File: src/rtl/tl_ul_pkg.sv
// Shared TileLink-UL opcode encodings, bus widths and responder state type.
package tl_ul_pkg;

  localparam int TL_DATA_W = 32;
  localparam int TL_MASK_W = 4;

  typedef enum logic [2:0] {
    A_PUT_FULL    = 3'd0,
    A_PUT_PARTIAL = 3'd1,
    A_GET         = 3'd4
  } a_op_e;

  typedef enum logic [2:0] {
    D_ACCESS_ACK      = 3'd0,
    D_ACCESS_ACK_DATA = 3'd1
  } d_op_e;

  typedef enum logic {
    IDLE = 1'b0,
    RESP = 1'b1
  } state_e;

endpackage

File: src/rtl/tl_ul_scratch_ram.sv
// DEPTH x 32b scratch array: byte-lane synchronous write, combinational read,
// asynchronous clear on reset.
module tl_ul_scratch_ram
  import tl_ul_pkg::*;
#(
  parameter int DEPTH = 16,
  parameter int IDX_W = $clog2(DEPTH)
) (
  input  logic                 clock,
  input  logic                 reset_n,
  input  logic                 we,
  input  logic [IDX_W-1:0]     idx,
  input  logic [TL_MASK_W-1:0] wmask,
  input  logic [TL_DATA_W-1:0] wdata,
  output logic [TL_DATA_W-1:0] rdata
);

  logic [TL_DATA_W-1:0] mem [DEPTH];

  always_ff @(posedge clock or negedge reset_n) begin
    if (!reset_n) begin
      for (int i = 0; i < DEPTH; i++) begin
        mem[i] <= '0;
      end
    end else if (we) begin
      for (int b = 0; b < TL_MASK_W; b++) begin
        if (wmask[b]) begin
          mem[idx][8*b +: 8] <= wdata[8*b +: 8];
        end
      end
    end
  end

  assign rdata = mem[idx];

endmodule

File: src/rtl/tl_ul_scratch_responder.sv
// TileLink-UL single-beat responder backed by a scratch array.
// Optional macro TL_SCRATCH_DENY_EN: addresses beyond the array are denied.
module tl_ul_scratch_responder
  import tl_ul_pkg::*;
#(
  parameter int ADDR_W = 15,
  parameter int SRC_W  = 7,
  parameter int DEPTH  = 16
) (
  input  logic                 clock,
  input  logic                 reset_n,
  input  logic                 a_valid,
  output logic                 a_ready,
  input  logic [2:0]           a_opcode,
  input  logic [2:0]           a_param,
  input  logic [2:0]           a_size,
  input  logic [SRC_W-1:0]     a_source,
  input  logic [ADDR_W-1:0]    a_address,
  input  logic [TL_MASK_W-1:0] a_mask,
  input  logic [TL_DATA_W-1:0] a_data,
  output logic                 d_valid,
  input  logic                 d_ready,
  output logic [2:0]           d_opcode,
  output logic [2:0]           d_size,
  output logic [SRC_W-1:0]     d_source,
  output logic                 d_denied,
  output logic [TL_DATA_W-1:0] d_data
);

  // state | meaning
  // IDLE  | no response held, d_valid low
  // RESP  | response register full, d_valid high

  localparam int IDX_W = $clog2(DEPTH);

  state_e               state_q, state_d;
  logic                 a_fire, d_fire;
  logic                 is_get, opc_ok, size_ok, range_ok, legal, we;
  logic [IDX_W-1:0]     idx;
  logic [TL_DATA_W-1:0] rdata;
  logic                 unused_bits;

  assign a_ready = reset_n & (~d_valid | d_ready);
  assign a_fire  = a_valid & a_ready;
  assign d_fire  = d_valid & d_ready;

  assign idx     = a_address[2 +: IDX_W];
  assign is_get  = (a_opcode == A_GET);
  assign opc_ok  = (a_opcode == A_PUT_FULL) | (a_opcode == A_PUT_PARTIAL) | is_get;
  assign size_ok = (a_size <= 3'd2);
`ifdef TL_SCRATCH_DENY_EN
  assign range_ok = ~|a_address[ADDR_W-1:2+IDX_W];
`else
  assign range_ok = 1'b1;
`endif
  assign legal   = opc_ok & size_ok & range_ok;
  assign we      = a_fire & legal & ~is_get;

  assign unused_bits = ^{a_param, a_address[1:0], a_address[ADDR_W-1:2+IDX_W]};

  tl_ul_scratch_ram #(
    .DEPTH (DEPTH),
    .IDX_W (IDX_W)
  ) u_ram (
    .clock   (clock),
    .reset_n (reset_n),
    .we      (we),
    .idx     (idx),
    .wmask   (a_mask),
    .wdata   (a_data),
    .rdata   (rdata)
  );

  always_ff @(posedge clock or negedge reset_n) begin
    if (!reset_n) begin
      state_q <= IDLE;
    end else begin
      state_q <= state_d;
    end
  end

  always_comb begin
    state_d = state_q;
    case (state_q)
      IDLE:    if (a_fire) state_d = RESP;
      RESP:    if (d_fire && !a_fire) state_d = IDLE;
      default: state_d = IDLE;
    endcase
  end

  always_comb begin
    d_valid = (state_q == RESP);
  end

  // Fields load only on A fire, so they stay put while the response is stalled.
  always_ff @(posedge clock or negedge reset_n) begin
    if (!reset_n) begin
      d_opcode <= '0;
      d_size   <= '0;
      d_source <= '0;
      d_denied <= 1'b0;
      d_data   <= '0;
    end else if (a_fire) begin
      d_opcode <= is_get ? D_ACCESS_ACK_DATA : D_ACCESS_ACK;
      d_size   <= a_size;
      d_source <= a_source;
      d_denied <= ~legal;
      d_data   <= (legal && is_get) ? rdata : '0;
    end
  end

endmodule
File: config.mk
export PLATFORM = sky130hd
export DESIGN_NAME = tl_ul_scratch_responder
export DESIGN_NICKNAME = d
export VERILOG_FILES = /design/src/rtl/tl_ul_pkg.sv /design/src/rtl/tl_ul_scratch_ram.sv /design/src/rtl/tl_ul_scratch_responder.sv
export SDC_FILE = /design/constraint.sdc
export NUM_CORES = 1
export LEC_CHECK = 0
export ABC_AREA = 1
export ABC_CLOCK_PERIOD_IN_PS = 3950
export CAP_MARGIN = 40
export CORE_MARGIN = 3
export CORE_UTILIZATION = 45
export CTS_BUF_LIST = sky130_fd_sc_hd__clkbuf_4 sky130_fd_sc_hd__clkbuf_8
export CTS_CLUSTER_SIZE = 30
export DETAILED_ROUTE_END_ITERATION = 10
export PLACE_DENSITY_LB_ADDON = 0.2
export SLEW_MARGIN = 40
export SYNTH_ARGS = -nofsm -noshare
export SYNTH_HDL_FRONTEND = slang
export SYNTH_SLANG_ARGS = --single-unit
File: constraint.sdc
create_clock -name clock -period 3.95 [get_ports clock]
set_input_delay 0.79 -clock clock [delete_from_list [all_inputs] [get_ports clock]]
set_output_delay 0.79 -clock clock [all_outputs]
set_load 0.05 [all_outputs]
# Word level (Yosys, flattened, before mapping)
# Cells that the tools add are included.
# totals
reg_bits,559
inputBits,71
output_inout_bits,48
# op_classes
reduce_logical,5
n_mux,27
order_cmp,3
n_eq_ne,2
bitwise_logic,13
# op_table
cell,count
$mux W512,7
$bwmux W512,4
$demux W32 S4,4
$bmux W32 S4,1
$mux W32,4
$mux W24,1
$mux W16,1
$mux W8,1
$and A1 B1 Y1,6
$ge A5 B5 Y1 const B,1
$lt A5 B1 Y1 const B,1
$not A4 Y5,1
$eq A3 B1 Y1 const B,1
$eq A3 B3 Y1 const B,1
$le A3 B2 Y1 const B,1
$logic_and A1 B1 Y1,3
$logic_not A3 Y1,1
$mux W1,3
$not A1 Y1,3
$or A1 B1 Y1,3
$pmux W1 S2,1
$logic_not A1 Y1,1

# Logic depth before layout (Yosys ltp)
# Gate-level depths: netlist (run 1).
# logic_depth
ltp_word,16
ltp_mapped,13
depth_no_buf,10

# Modules after synthesis
# A second synthesis (run 1) with hierarchy kept.
# hier_totals
cells_unflattened,3519
area_unflattened_um2,26035.0
# modules_own_cells
module,instances,area_each_um2,cells_each
tl_ul_scratch_ram,1,24074.3,3309
tl_ul_scratch_responder,1,1960.6,210

# Least setup slack after synthesis (run 1)
# OpenSTA, ideal clock, no wires.
# synth_path
kind,in2out
from,in d_ready
to,out a_ready
path_stages,3
path_buffers,0
t_arrival_ns,1.322
required_ns,3.160
setup_slack_ns,1.838
path_cell_list,inv_2 -> nand2_2 -> and2_1
# synth_between
elab_chain_len,2
# synth_rtl
element,line,rtl
start: declaration,tl_ul_scratch_responder.sv:22,"input logic d_ready,"
$or A1 B1 Y1,tl_ul_scratch_responder.sv:43,assign a_ready = reset_n & (~d_valid | d_ready);
$and A1 B1 Y1,tl_ul_scratch_responder.sv:43,
end: declaration,tl_ul_scratch_responder.sv:13,"output logic a_ready,"
# Every way passes these cells.

# Final worst setup path (run 1)
# layout_path
from,in reset_n
to,out a_ready
# layout_between
elab_chain_len,1
# layout_rtl
element,line,rtl
start: declaration,tl_ul_scratch_responder.sv:11,"input logic reset_n,"
$and A1 B1 Y1,tl_ul_scratch_responder.sv:43,
# Every way passes these cells.

==> run metrics, run 1 <==
status completed; critical path type in2out; Synth cell types 33; fin nets 4,057; Slew headroom 44.06%; Critical Path Start Type input port; hold_ws 475.5 ps; Routed WL per cell 15.65 um; wire length of the first global-routing pass 125,400 um; Tightest Pin Transition 839.1 ps; net switching power 3.492 mW; Skew-Pair Late Insertion Delay 700 ps; clk slew on worst S/H paths 50 ps; register area share after synthesis 47.60%; Pre-antenna DRT Iters 5; Layout area overhead 10.95%; Reg power frac 46.0%; max incr delay on CP 800 ps; CTS tree built; dpl ws 715.1 ps; Clock Power Share 43.2%; vias in the first global route 22,650; Initial DRC Count 1,934; fin crit period 3514 ps; Async SR Flop Fraction 100.0%; final setup vio count 0; num rows 92; top_reg_cell synth dfrtp_1; antenna violations before repair 3; worst path required time 3160 ps; Leak 16.57 nW; Longest Clk Path Bufs 3; worst vdd rail ir drop 241.1 uV; commonest cells after routing, fill and taps aside nand2_1, dfrtp_1, inv_1; port bufs 102; clock root cell clkbuf_8; Core ar. 0.06377 mm^2; Overflow after GRT 0; Slew Viols, Final 0; post-layout util 50.95%; Final Cycle Share 88.97%; setup ws final 435.8 ps; clock sinks 557; post-route cell area 0.03249 mm^2; Fmax 284.6 MHz; Arr. time, crit path 2720 ps; most common cell after layout, fill and taps aside nand2_1; RSZ-0062 raised after global routing no; Final Hold Viols 0; CTS Buf Count 100; PwrDens 396.8 mW/mm^2; post-route ant nets 0; crit path capture type output port; Top Ports 119; CP max stage cell clkdlybuf4s50_1; Sum Neg Setup Slack 0 ps; Comb power frac 10.8%; RePlAce Congestion 0.7773; crit-path cells dlygate4sd3_1 -> buf_8 -> and2_1 -> clkdlybuf4s50_1; Remaining DRCs 0; largest net degree at the start of global routing 151; synthesized area 0.02928 mm^2; Post-synth EDFFs 0; yosys warns 0; Total GRT Usage 23.10%; WL final 76,730 um; layout cells sized above 1 8.187%; Detailed Place HPWL 45,450 um; die footprint 0.06817 mm^2; synthesized area per cell 7.350 um^2; Die Y 261.1 um; hold crit path type reg2reg; Initial Utilization 45.92%; Max-Cap Viols 0; #FFs+latches synth 557; DR vias 23,870; area post-placement 0.03040 mm^2; switching share of power 27.09%; clk_skew 27.74 ps; Internal 9.398 mW; Bufs and invs on worst path 3; delay-heaviest family, CP buffers and inverters; crit path max fanout 47; CTS HTree Levels 3; Syn Inst Count 3,984; DIE WIDTH 261.1 um; vias per cell 4.868
## final timing paths
path / cells after the start / end / slack, ps / from
max: 4 / a_ready / 440 / reset_n
min: 2 / d_data[12]$_DFFE_PN0P_ / 480 / d_data[12]$_DFFE_PN0P_
max reg2reg: 7 / u_ram.mem[456]$_DFFE_PN0P_ / 1700 / d_valid$_DFF_PN0_
min reg2reg: 2 / d_data[12]$_DFFE_PN0P_ / 480 / d_data[12]$_DFFE_PN0P_
max in group asynchronous: 4 / u_ram.mem[275]$_DFFE_PN0P_ / 1860 / reset_n
min in group asynchronous: 2 / d_source[2]$_DFFE_PN0P_ / 620 / reset_n
## power groups by stage
stage | logic [mW] | clock network (mW) | registers, mW
floorplan | 0.805 | 0 | 6.12
global placement | 1.39 | 0 | 6.02
detailed placement | 1.40 | 0 | 6.03
CTS | 1.41 | 5.72 | 5.93
global route | 1.57 | 5.96 | 5.94
finish | 1.39 | 5.57 | 5.93
## metal layers
metal / vias to the layer above / global-route usage (%) / wire length [um]
met2: 456 / 37.68 / 35310
li1: 12080 / - / -
met5: - / 0 / 0
met3: 113 / 4.023 / 3623
met1: 11210 / 31.93 / 36090
met4: 0 / 6.190 / 1709
## registers in the layout, indices dropped and copies added, names as in the netlist
register and cells:
d_data 32, d_denied 1, d_opcode 1, d_size 3, d_source 7, d_valid 1, u_ram.mem 512
## area by class of cell
class / instances / area, um^2
Clock buffer: 156 / 1959
Antenna cell: 1 / 2.502
Multi-Input combinational cell: 2709 / 12130
Sequential cell: 557 / 13940
Timing Repair Buffer: 145 / 1523
Tap cell: 846 / 1059
Fill cell: 6437 / 31280
Inverter: 473 / 1785
Clock inverter: 15 / 90.09
## synthesized netlist by cell type, types with 2 or more instances
| master | n | area (um^2) |
|---|---|---|
| nand2_1 | 1961 | 7361 |
| dfrtp_1 | 557 | 13940 |
| inv_1 | 468 | 1757 |
| o21ai_1 | 261 | 1306 |
| nand3_1 | 128 | 640.6 |
| o21ai_0 | 107 | 535.5 |
| clkbuf_1 | 95 | 356.6 |
| nor2_1 | 94 | 352.8 |
| buf_2 | 69 | 345.3 |
| buf_4 | 45 | 337.8 |
| nand4_4 | 42 | 893.4 |
| o21bai_1 | 31 | 232.7 |
| buf_6 | 28 | 315.3 |
| o21ai_2 | 19 | 166.4 |
| nor2_4 | 17 | 191.4 |
| nand4_1 | 16 | 100.1 |
| mux2_2 | 9 | 101.4 |
| nand4_2 | 7 | 87.58 |
| nand2_4 | 6 | 67.56 |
| nand2_2 | 4 | 25.02 |
| buf_1 | 3 | 11.26 |
| buf_12 | 3 | 60.06 |
| inv_2 | 3 | 11.26 |
| clkbuf_2 | 2 | 10.01 |
## stage by stage
stage	total power, mW	cells
5_1_grt	13.48	4902
2_1_floorplan	6.923	3985
4_1_cts	13.05	4900
3_5_place_dp	7.429	4728
3_3_place_gp	7.413	4726
6_report	12.89	4902
## cell families (layout without fill, tap and decap cells)
group / after synthesis / after routing / share of synthesized area (%)
DFF: 557 / 557 / 47.60
other: 1 / 3 / 0.01281
buffers and inverters: 719 / 789 / 11.05
and+or+nand+nor: 2279 / 2279 / 33.33
AOI/OAI and AO/OA: 419 / 419 / 7.670
muxes: 9 / 9 / 0.3461
## what timing repair did
item / CTS / global route
resized for setup: 0 / 0
endpoints found under the hold margin: 40 / 0
setup endpoints to repair: 0 / 0
hold buffers: 1 / 0
setup buffers: 0 / 0
## worst register-to-register path, stage by stage, from the launching register on
cell     delay, ps
dfrtp_1        380
nand2_2        110
nand3_4        130
nor2_4         380
buf_12         360
nand4_2        460
nand2_1        190
o21ai_0         90
No activity file was read; power rests on OpenSTA's default activity.
==> inputs of run 2 (changes only) <==
Settings changed: HOLD_SLACK_MARGIN from default to 0.12.
==> results of run 2 <==
Final layout, timing and power as in run 1 (identical DEF).
